[config.mk]
export PLATFORM = sky130hd
export DESIGN_NAME = fifo_burst_drain
export DESIGN_NICKNAME = d
export VERILOG_FILES = /design/src/rtl/fifo_pkg.sv /design/src/rtl/fifo_skid_buf2.sv /design/src/rtl/fifo_burst_drain.sv
export SDC_FILE = /design/constraint.sdc
export NUM_CORES = 1
export LEC_CHECK = 0
export ABC_CLOCK_PERIOD_IN_PS = 3220
export CAP_MARGIN = 0
export CORE_AREA = 2 2 77 79
export DETAILED_ROUTE_END_ITERATION = 6
export DIE_AREA = 0 0 79 81
export PLACE_DENSITY = 0.78
export SYNTH_ARGS = -nofsm -noshare
export SYNTH_HDL_FRONTEND = slang
export SYNTH_SLANG_ARGS = --single-unit
[constraint.sdc]
create_clock -name clk -period 3.22 [get_ports clk]
set_input_delay 0.483 -clock clk [delete_from_list [all_inputs] [get_ports clk]]
set_output_delay 0.483 -clock clk [all_outputs]
set_load 0.02 [all_outputs]
[src/rtl/fifo_pkg.sv]
// Shared types for the FIFO burst drain slice.
// State encoding, level width and buffer entry layout.
package fifo_pkg;

  localparam int WIDTH_DEF = 8;
  localparam int DEPTH_DEF = 8;
  localparam int LEVEL_W = $clog2(DEPTH_DEF + 1);

  typedef enum logic [1:0] {
    IDLE,
    RUN,
    DRAIN
  } state_t;

  typedef struct packed {
    logic                 last;
    logic [WIDTH_DEF-1:0] data;
  } entry_t;

endpackage

[src/rtl/fifo_skid_buf2.sv]
// Two-entry valid/ready buffer that soaks up the FIFO read latency.
// Head entry drives the stream directly from registers.
module fifo_skid_buf2 #(
  parameter int WIDTH = 8
) (
  input  logic             clk,
  input  logic             rst,
  input  logic             wr_valid,
  input  logic [WIDTH-1:0] wr_data,
  input  logic             wr_last,
  input  logic             m_ready,
  output logic [1:0]       occ,
  output logic             m_valid,
  output logic [WIDTH-1:0] m_data,
  output logic             m_last
);

  logic [WIDTH:0] e0;
  logic [WIDTH:0] e1;
  logic [WIDTH:0] w;
  logic           pop;

  assign w       = {wr_last, wr_data};
  assign m_valid = occ != 2'd0;
  assign pop     = m_valid && m_ready;
  assign m_last  = e0[WIDTH];
  assign m_data  = e0[WIDTH-1:0];

  always_ff @(posedge clk) begin
    if (!rst) begin
      occ <= 2'd0;
      e0  <= '0;
      e1  <= '0;
    end else begin
      unique case ({wr_valid, pop})
        2'b10: begin
          if (occ == 2'd0) e0 <= w;
          else e1 <= w;
          occ <= occ + 2'd1;
        end
        2'b01: begin
          e0  <= e1;
          occ <= occ - 2'd1;
        end
        2'b11: begin
          if (occ == 2'd1) begin
            e0 <= w;
          end else begin
            e0 <= e1;
            e1 <= w;
          end
        end
        default: ;
      endcase
    end
  end

  // The read credit upstream must keep a write off a full buffer.
  a_no_overflow : assert property (
    @(posedge clk) disable iff (!rst)
    wr_valid |-> occ != 2'd2
  ) else $error("skid buffer write while full");

endmodule

[src/rtl/fifo_burst_drain.sv]
// Pops FIFO words and re-emits them as BURST-sized stream bursts.
// Partial bursts are flushed after TIMEOUT idle cycles.
module fifo_burst_drain
  import fifo_pkg::*;
#(
  parameter int WIDTH   = 8,
  parameter int DEPTH   = 8,
  parameter int BURST   = 4,
  parameter int TIMEOUT = 16
) (
  input  logic                         clk,
  input  logic                         rst,
  output logic                         fifo_rd_en,
  input  logic [WIDTH-1:0]             fifo_dout,
  input  logic                         fifo_empty,
  input  logic [$clog2(DEPTH+1)-1:0]   fifo_level,
  output logic                         m_valid,
  input  logic                         m_ready,
  output logic [WIDTH-1:0]             m_data,
  output logic                         m_last,
  output logic                         burst_active,
  output logic [15:0]                  bursts_done
);

  localparam int LW = $clog2(DEPTH + 1);
  localparam int TW = $clog2(TIMEOUT + 1);

  state_t          state;
  logic [TW-1:0]   idle_timer;
  logic [LW-1:0]   reads_left;
  logic            inflight;
  logic            inflight_last;
  logic [1:0]      occ;
  logic            pop;
  logic [2:0]      credit;
  logic            lvl_nz;

  assign pop    = m_valid && m_ready;
  assign lvl_nz = fifo_level != '0;
  // Slots still claimed after this edge; a new read needs one free.
  assign credit = {1'b0, occ} + {2'b0, inflight} - {2'b0, pop};

  assign fifo_rd_en = (state == RUN)
                   && (reads_left != '0)
                   && !fifo_empty
                   && (credit < 3'd2);

  assign burst_active = state != IDLE;

  always_ff @(posedge clk) begin
    if (!rst) begin
      state         <= IDLE;
      idle_timer    <= '0;
      reads_left    <= '0;
      inflight      <= 1'b0;
      inflight_last <= 1'b0;
      bursts_done   <= 16'd0;
    end else begin
      inflight      <= fifo_rd_en;
      inflight_last <= fifo_rd_en && (reads_left == LW'(1));
      unique case (state)
        IDLE: begin
          if (!lvl_nz) idle_timer <= '0;
          else if (idle_timer != TW'(TIMEOUT))
            idle_timer <= idle_timer + TW'(1);
          if (fifo_level >= LW'(BURST)) begin
            state      <= RUN;
            reads_left <= LW'(BURST);
            idle_timer <= '0;
          end else if (lvl_nz &&
                       idle_timer == TW'(TIMEOUT - 1)) begin
            state      <= RUN;
            reads_left <= fifo_level;
            idle_timer <= '0;
          end
        end
        RUN: begin
          if (fifo_rd_en) begin
            reads_left <= reads_left - LW'(1);
            if (reads_left == LW'(1)) state <= DRAIN;
          end
        end
        DRAIN: begin
          if (pop && m_last) begin
            state       <= IDLE;
            bursts_done <= bursts_done + 16'd1;
          end
        end
        default: state <= IDLE;
      endcase
    end
  end

  fifo_skid_buf2 #(
    .WIDTH(WIDTH)
  ) u_buf (
    .clk     (clk),
    .rst     (rst),
    .wr_valid(inflight),
    .wr_data (fifo_dout),
    .wr_last (inflight_last),
    .m_ready (m_ready),
    .occ     (occ),
    .m_valid (m_valid),
    .m_data  (m_data),
    .m_last  (m_last)
  );

endmodule

# Yosys cells after proc, flatten, opt, wreduce, memory -nomap -nowiden
# Index checks and enable logic that the tools add are counted.
# W data, S select, Z words.
dict set report word_totals {
  register_bits 49
  output_inout_bits 28
  wordCells 80
}
dict set report op_classes {
  addsub 7
  n_lt_le_gt_ge 2
  eq_ne 17
  mux 21
  reduce_logical 24
}
# cell count
set ops {}
lappend ops {{$mux W9} 4}
lappend ops {{$pmux W9 S3} 1}
lappend ops {{$mux W5} 4}
lappend ops {{$pmux W9 S2} 1}
lappend ops {{$add A16 B1 Y16 const B} 1}
lappend ops {{$mux W4} 3}
lappend ops {{$mux W2} 5}
lappend ops {{$reduce_bool A2 Y1} 5}
lappend ops {{$ne A2 B2 Y1 const B} 4}
lappend ops {{$pmux W4 S2} 1}
lappend ops {{$reduce_bool A4 Y1} 2}
lappend ops {{$logic_and A1 B1 Y1} 7}
lappend ops {{$eq A2 B1 Y1 const B} 3}
lappend ops {{$eq A2 B2 Y1 const B} 3}
lappend ops {{$pmux W2 S3} 1}
lappend ops {{$reduce_and A2 Y1} 3}
lappend ops {{$reduce_and A3 Y1} 2}
lappend ops {{$add A5 B1 Y5 const B} 1}
lappend ops {{$eq A5 B4 Y1 const B} 1}
lappend ops {{$ne A5 B5 Y1 const B} 1}
lappend ops {{$eq A4 B1 Y1 const B} 1}
lappend ops {{$ge A4 B3 Y1 const B} 1}
lappend ops {{$logic_not A2 Y1} 2}
lappend ops {{$ne A2 B1 Y1 const B} 2}
lappend ops {{12 further kinds} 12}

# Depth between registers and ports, before layout
# Gate-level depths: netlist of the first run.
dict set report logic_depth {
  depth_word 7
  ltp_mapped 12
}

# By module
# A second synthesis of the first run with hierarchy kept.
dict set report hier_totals {
  cells_unflattened 312
  hier_area_um2 2693.8
}
# mod instances cells_each area_each_um2 seq_area_each_um2
set modules_own_cells {}
lappend modules_own_cells {fifo_burst_drain 1 190 1646.6 580.6}
lappend modules_own_cells {fifo_skid_buf2 1 122 1047.3 400.4}

# Worst setup path before layout of the first run
# No wires, ideal clock.
dict set report synth_timing {
  path_type {register to register}
  from {register u_buf.occ[1]}
  to {register reads_left[1]}
  setup_time_ns 0.122
  t_arrival_ns 2.864
  path_slack_ns 0.234
  stages_incl_launch_ff 12
  n_path_buf 1
  period_less_slack_ns 2.986
  path_cell_list {dfxtp_1 inv_1 ha_1 buf_6 or2b_1 nor2_1 o21ai_0 fa_1 nand4bb_1 a211oi_2 o221ai_1 o311a_1}
}
dict set report synth_between {
  elab_chain_len 7
}
# item line_no
set synth_lines {}
lappend synth_lines {{from (decl)} fifo_skid_buf2.sv:12} ;# output logic [1:0] occ,
lappend synth_lines {{from (signal assigned)} fifo_skid_buf2.sv:39} ;# occ <= occ + 2'd1;
lappend synth_lines {{from (signal assigned)} fifo_skid_buf2.sv:43} ;# occ <= occ - 2'd1;
lappend synth_lines {{branches (longest 2 deep; another with $add A2 B1 Y3)} --}
lappend synth_lines {{$sub A3 B1 Y3 *} fifo_burst_drain.sv:41} ;# assign credit = {1'b0, occ} + {2'b0, inflight} - {2'b0, pop};
lappend synth_lines {{$lt A3 B2 Y1 *} fifo_burst_drain.sv:46} ;# && (credit < 3'd2);
lappend synth_lines {{$logic_and A1 B1 Y1 *} fifo_burst_drain.sv:46}
lappend synth_lines {{via fifo_rd_en} fifo_burst_drain.sv:13} ;# output logic fifo_rd_en,
lappend synth_lines {{$ne A2 B2 Y1 (no source line) *} --}
lappend synth_lines {{$reduce_and A3 Y1 (no source line) *} --}
lappend synth_lines {{to (signal assigned)} fifo_burst_drain.sv:68} ;# reads_left <= LW'(BURST);
lappend synth_lines {{to (signal assigned)} fifo_burst_drain.sv:73} ;# reads_left <= fifo_level;
lappend synth_lines {{to (signal assigned)} fifo_burst_drain.sv:79} ;# reads_left <= reads_left - LW'(1);
lappend synth_lines {{to (decl)} fifo_burst_drain.sv:30} ;# logic [LW-1:0] reads_left;
# Mark *: on every way through the listed nets, which the timed path passes.
# A chain may end at the register's enable or synchronous reset.

# Final worst setup path of the first run
dict set report layout_timing {
  from {input m_ready}
  to {output fifo_rd_en}
}
dict set report layout_between {
  elab_chain_len 4
}
# item line_no
set layout_lines {}
lappend layout_lines {{from (decl)} fifo_burst_drain.sv:18} ;# input logic m_ready,
lappend layout_lines {{$logic_and A1 B1 Y1} fifo_burst_drain.sv:38} ;# assign pop = m_valid && m_ready;
lappend layout_lines {{$sub A3 B1 Y3} fifo_burst_drain.sv:41}
lappend layout_lines {{$lt A3 B2 Y1} fifo_burst_drain.sv:46}
lappend layout_lines {{$logic_and A1 B1 Y1} fifo_burst_drain.sv:46}
lappend layout_lines {{to (decl)} fifo_burst_drain.sv:13}
# No other way between the ends.

==> results of run 1 <==
worst max-delay path, delay by kind of cell:
kind | cells | cell delay (ps)
buffers and inverters | 2 | 700
AND/OR/NAND/NOR | 3 | 500
adder cells (fa/ha/maj) | 1 | 500
AO/OA/AOI/OAI | 2 | 400
state kept, by name (all words and copies together), names as in the netlist:
signal         cells
bursts_done       16
idle_timer         5
inflight           1
inflight_last      1
reads_left         4
state              2
u_buf.e0           9
u_buf.e1           9
u_buf.occ          2
logic make-up after synthesis:
| kind of cell | after synthesis | share of synthesized area |
|---|---|---|
| AND/OR/NAND/NOR | 101 | 0.230 |
| AO/OA/AOI/OAI | 67 | 0.185 |
| flip-flops | 49 | 0.405 |
| buffers and inverters | 24 | 0.0408 |
| XOR/XNOR | 12 | 0.0433 |
| adder cells (fa/ha/maj) | 11 | 0.0599 |
| multiplexers | 9 | 0.0372 |
timing repair:
action                                  4_1_cts  5_1_grt
endpoints found under the setup margin        1        1
resized for setup                             2        1
buffers inserted                              0        0
endpoints found under the hold margin         0        0
worst paths after layout:
kind	slack (ps)	start	cells after the start	end
setup / recovery	140	m_ready	8	fifo_rd_en
hold / removal	490	bursts_done[15]	2	bursts_done[15]
setup reg to reg	560	u_buf.occ[1]	11	reads_left[2]
hold reg to reg	490	bursts_done[15]	2	bursts_done[15]
synthesized netlist by cell type, types with 2 or more instances:
cell | number | area share
nor3b_1 | 2 | 0.0062
o21ai_0 | 19 | 0.039
nand4bb_1 | 2 | 0.0093
or3_1 | 4 | 0.010
nand2b_1 | 3 | 0.0077
and3_1 | 3 | 0.0077
nor4_1 | 2 | 0.0052
xor2_1 | 5 | 0.018
dfxtp_1 | 49 | 0.40
nand3_1 | 9 | 0.019
nand3b_1 | 3 | 0.0093
inv_1 | 13 | 0.020
mux2i_1 | 9 | 0.037
a32oi_1 | 2 | 0.0072
nor2_1 | 41 | 0.063
xnor2_1 | 7 | 0.025
or4_1 | 3 | 0.0093
nand2_1 | 8 | 0.012
or2_2 | 3 | 0.0077
a221oi_1 | 9 | 0.033
clkbuf_1 | 7 | 0.011
a31oi_1 | 2 | 0.0052
ha_1 | 10 | 0.052
nor3_1 | 4 | 0.0083
nand4_1 | 4 | 0.010
o31ai_1 | 4 | 0.012
a21oi_1 | 15 | 0.031
layer usage:
metal  vias up  track usage  part of all wire
met5         -            0                 0
met4         0       0.0707             0.014
met3         9       0.0411             0.044
met2        55        0.324              0.50
met1      1084        0.213              0.44
li1       1092            -                 -
final cells by class:
type                    instances  area, um^2
flip-flops and latches         49         981
multi-input cells             200        1350
well taps                      75        93.8
fillers                       557        2580
clock inverters                 3        47.5
inverters                      14        52.6
repair buffers                 54         508
clock buffers                   5        68.8
placed cells by master (no fill, tap or decap), types with 4 or more instances in the layout:
cell | Yosys | final
a21oi_1 | 15 | 15
a221oi_1 | 9 | 9
buf_4 | 0 | 11
clkbuf_8 | 0 | 5
clkdlybuf4s50_1 | 0 | 42
dfxtp_1 | 49 | 49
ha_1 | 10 | 10
inv_1 | 13 | 13
mux2i_1 | 9 | 9
nand2_1 | 8 | 8
nand3_1 | 9 | 9
nand4_1 | 4 | 4
nor2_1 | 41 | 41
nor3_1 | 4 | 4
o21ai_0 | 19 | 19
o31ai_1 | 4 | 4
or3_1 | 4 | 4
xnor2_1 | 7 | 7
xor2_1 | 5 | 5
per-stage QoR:
step | hold slack [ps] | instance area (um^2)
5_1_grt | 534 | 3100
4_1_cts | 498 | 3100
3_5_place_dp | 485 | 2990
6_report | 494 | 3100
2_1_floorplan | 460 | 2420
3_3_place_gp | 466 | 2990
report_power, final:
group	switching (mW)	internal (mW)
clock	0.226	0.237
combinational	0.328	0.282
sequential	0.0506	0.678
==> metrics.yaml, run 1 <==
routing:
  drt-pass1-iter-count: 4
  drc: 0
  drtAntennaViolNets: 0
  vias: 2240
  drt-total-wl_mm: 5.47
  wire_per_inst_um: 13.7
  drt_iter0_markers: 70
  drt-vias-per-instance: 5.60
synth:
  ys.flop_type: "dfxtp_1"
  syn_area_per_cell_um2: 8.88
  ys_seq_area_frac: 0.405
  synth_seq_cells: 49
  syn-instance-count: 273
  syn_area_um2: 2420
  synth_edf_count: 0
  yosys_warnings: 0
  syn_nets: 300
  async_flop_share: 0
  synth.distinct_cells: 58
floorplan:
  fp.dieH_um: 81
  rows: 28
  core_region_area_um2: 5680
  io-pin-count: 44
  start_util: 0.427
  dieWidth_um: 79
  die_area_um2: 6400
timing:
  slew_headroom: 0.241
  min_period_ps: 3080
  rsz0062_at_grt: "no"
  tightestPinTransition_ps: 1140
  setup-violations-final: 0
  layout_setup_ws_ps: 142
  hold_viol: 0
  period_share: 0.956
  slew_violations: 0
  tns_ps: 0
  max_freq_ghz: 0.325
  clock-skew-final_ps: 10.7
clock_tree:
  cts_buffers: 5
  cts_root_buf: "clkbuf_8"
  hold_buffers: 0
  cts_buffer_depth: 2
  clkLatencyLatePin_ps: 310
  clock_sinks: 49
  cts_tree: "done"
  clk_pin_slew_worst_paths_ps: 90
  htree_levels: 2
setup_path:
  crit_type: "in -> out"
  crit_path_max_fanout: 2
  cp-start-kind: "input port"
  cp_data_required_time_ps: 2740
  slowest_stage: "fa_1"
  cpPeakStageDelay_ps: 500
  setup.worst_path.end_class: "output pin"
  cp.arrival_ps: 2590
  crit_chain: "clkdlybuf4s50_1 -> or2b_1 -> nor2_1 -> o21ai_0 -> fa_1 -> nand4bb_1 -> a211oi_2 -> clkbuf_2"
layout:
  n_antenna_cell: 0
  finalNonFillerCells: 400
  layout.nets: 351
  syn2layout_area_growth_pct: 27.7
  final_util: 0.546
  drive_above_1_share: 0.0923
placement:
  place.gp.congestion: 0.830
  place_ws_ps: -297
  dp_hpwl_mm: 3.89
  numPortBuffers: 43
  dp.cells: 392
power_and_ir_drop:
  peakVddDrop_mv: 0.401
  powerDensity_nw_per_um2: 582
  power_mw: 1.80
  leakagePower_nw: 1.14
global_route:
  grt_pass1_wl_mm: 9.38
  grt_util_all_layers: 0.182
  grt_pass1_vias: 2148
  antenna_found_initial: 0
  grt_start_max_net_pins: 32
  grt_remaining_overflow: 0
job:
  max_cap_viol_count: 0
hold_path:
  hold_class: "reg -> reg"
status:
  status: "complete, no violations"
(Power assumes the default switching activity.)
==> run 2, diff against run 1 <==
--- a/config.mk
+++ b/config.mk
@@ -11,6 +11,7 @@
 export DETAILED_ROUTE_END_ITERATION = 6
 export DIE_AREA = 0 0 79 81
 export PLACE_DENSITY = 0.78
+export RECOVER_POWER = 25
 export SYNTH_ARGS = -nofsm -noshare
 export SYNTH_HDL_FRONTEND = slang
 export SYNTH_SLANG_ARGS = --single-unit
==> metrics.yaml, run 2 (synthesis results as in run 1) <==
layout:
  syn2layout_area_growth_pct: 27.4
  stdcell_area_um2: 3090  # -0.24%
  layout_commonest_cell: "dfxtp_1"
  layout.nets: 351  # unchanged
  drive_above_1_share: 0.0862  # -0.00615
  final-seq-area_um2: 981  # unchanged
  n_antenna_cell: 0  # unchanged
  nFillCells: 561  # +0.72%
  largest_registers: "bursts_done (16), u_buf.e0 (9), u_buf.e1 (9)"
  multi_input_area_um2: 1350  # unchanged
  finalNonFillerCells: 400  # unchanged
  largest_reg_flops: 16  # unchanged
  final_util: 0.544  # -0.00132
  layout_common_cells: "dfxtp_1 (49), nor2_1 (41), clkdlybuf4s50_1 (28), o21ai_0 (19), a21oi_1 (15)"
  regMostFlops: "bursts_done"
hold_path:
  hold_class: "reg -> reg"
  min_from: "bursts_done[15]"
timing:
  tightestPinTransition_ps: 1450  # +313 ps
  clock-skew-final_ps: 9.28  # -1.41 ps
  period_share: 0.958  # +0.00172
  hold_viol: 0  # unchanged
  max_freq_ghz: 0.324  # -0.18%
  min_period_ps: 3080  # +5.53 ps
  rsz0062_at_grt: "no"
  tns_ps: 0  # unchanged
  slew_headroom: 0.0320  # -0.209
  slew_violations: 0  # unchanged
  setup-violations-final: 0  # unchanged
routing:
  drt-pass1-iter-count: 5  # +1
  drt-total-wl_mm: 5.50  # +0.59%
  wire_per_inst_um: 13.7  # +0.59%
  drtAntennaViolNets: 0  # unchanged
  drc: 0  # unchanged
  drt_iter0_markers: 67  # -4.3%
  vias: 2247  # +0.31%
  drt-vias-per-instance: 5.62  # +0.31%
setup_path:
  cp-start-kind: "input port"
  setup.worst_path.end_class: "output pin"
  startpoint: "m_ready"
  crit_path_max_fanout: 2  # unchanged
  cp.arrival_ps: 2600  # about the same
  reg2reg_slack_ps: 550  # about the same
  cp_data_required_time_ps: 2740  # about the same
  crit_type: "in -> out"
  r2r_start: "u_buf.occ[1]"
clock_tree:
  hold_buffers: 0  # unchanged
  cts_root_buf: "clkbuf_8"
  htree_levels: 2  # unchanged
  cts_buffer_depth: 2  # unchanged
  cts_tree: "done"
  clock_sinks: 49  # unchanged
  cts_buffers: 5  # unchanged
  clk_pin_slew_worst_paths_ps: 100  # about the same
  clkLatencyLatePin_ps: 310  # about the same
floorplan:
  fp.dieH_um: 81  # unchanged
  rows: 28  # unchanged
  start_util: 0.427  # unchanged
  core_region_area_um2: 5680  # unchanged
  dieWidth_um: 79  # unchanged
  die_area_um2: 6400  # unchanged
  io-pin-count: 44  # unchanged
power_and_ir_drop:
  leakagePower_nw: 1.17  # +3.1%
  power_mw: 1.78  # -1.1%
  powerDensity_nw_per_um2: 577  # -0.84%
  peakVddDrop_mv: 0.391  # -2.4%
placement:
  numPortBuffers: 43  # unchanged
  place_area_um2: 2990  # unchanged
  dp.cells: 392  # unchanged
  place.gp.congestion: 0.830  # unchanged
  dp_hpwl_mm: 3.89  # unchanged
status:
  status: "complete, no violations"
global_route:
  antenna_found_initial: 0  # unchanged
  grt_pass1_vias: 2148  # unchanged
  grt_remaining_overflow: 0  # unchanged
  grt_start_max_net_pins: 32  # unchanged
  grt_pass1_wl_mm: 9.38  # unchanged
  grt_util_all_layers: 0.182  # unchanged
job:
  max_cap_viol_count: 0  # unchanged
[run 2: routing by layer]
metal,global-route usage,vias up,share of wire
li1,-,1092,-
met1,0.213,1094,0.44
met2,0.324,52,0.51
met3,0.0411,9,0.043
met4,0.0707,0,0.013
met5,0,-,0
[run 2: critical path, cell delays in order]
cell and delay [ps]:
clkdlybuf4s50_1 480, or2b_1 240, nor2_1 110, o21ai_0 130
fa_1 500, nand4bb_1 150, a211oi_2 270, clkbuf_2 230
[run 2: area by class of cell]
type,instances,share of cell area
inverters,14,0.0170
clock buffers,5,0.0223
multi-input cells,200,0.435
clock inverters,3,0.0154
well taps,75,0.0304
flip-flops and latches,49,0.318
repair buffers,54,0.162
[run 2: worst paths after layout]
check | depth (start not counted) | to
max | 8 | fifo_rd_en
min | 2 | bursts_done[15]
max reg2reg | 11 | reads_left[2]
min reg2reg | 2 | bursts_done[15]
[run 2: report_power, final]
| group | internal [mW] | total [mW] | switching [mW] |
|---|---|---|---|
| Clock | 0.237 | 0.463 | 0.226 |
| Combinational | 0.265 | 0.593 | 0.329 |
| Sequential | 0.678 | 0.727 | 0.0482 |
| Total | 1.18 | 1.78 | 0.603 |
[run 2: per-stage QoR]
stage | setup WS (ps) | hold WS, ps
2_1_floorplan | 234 | 460
3_3_place_gp | -235 | 466
3_5_place_dp | -297 | 485
4_1_cts | 10.3 | 498
5_1_grt | 18.6 | 531
6_report | 137 | 495
[run 2: repair_timing]
| item | in CTS | in global routing |
|---|---|---|
| resized for setup | 2 | 1 |
| endpoints found under the hold margin | 0 | 0 |
| setup buffers | 0 | 0 |
| gates cloned | 0 | 0 |
| endpoints found under the setup margin | 1 | 1 |
==> run 3, diff against run 2 <==
--- a/config.mk
+++ b/config.mk
@@ -8,6 +8,7 @@
 export ABC_CLOCK_PERIOD_IN_PS = 3220
 export CAP_MARGIN = 0
 export CORE_AREA = 2 2 77 79
+export CTS_CLUSTER_DIAMETER = 120
 export DETAILED_ROUTE_END_ITERATION = 6
 export DIE_AREA = 0 0 79 81
 export PLACE_DENSITY = 0.78
==> results of run 3 <==
Final layout, timing and power as in run 2 (identical DEF).
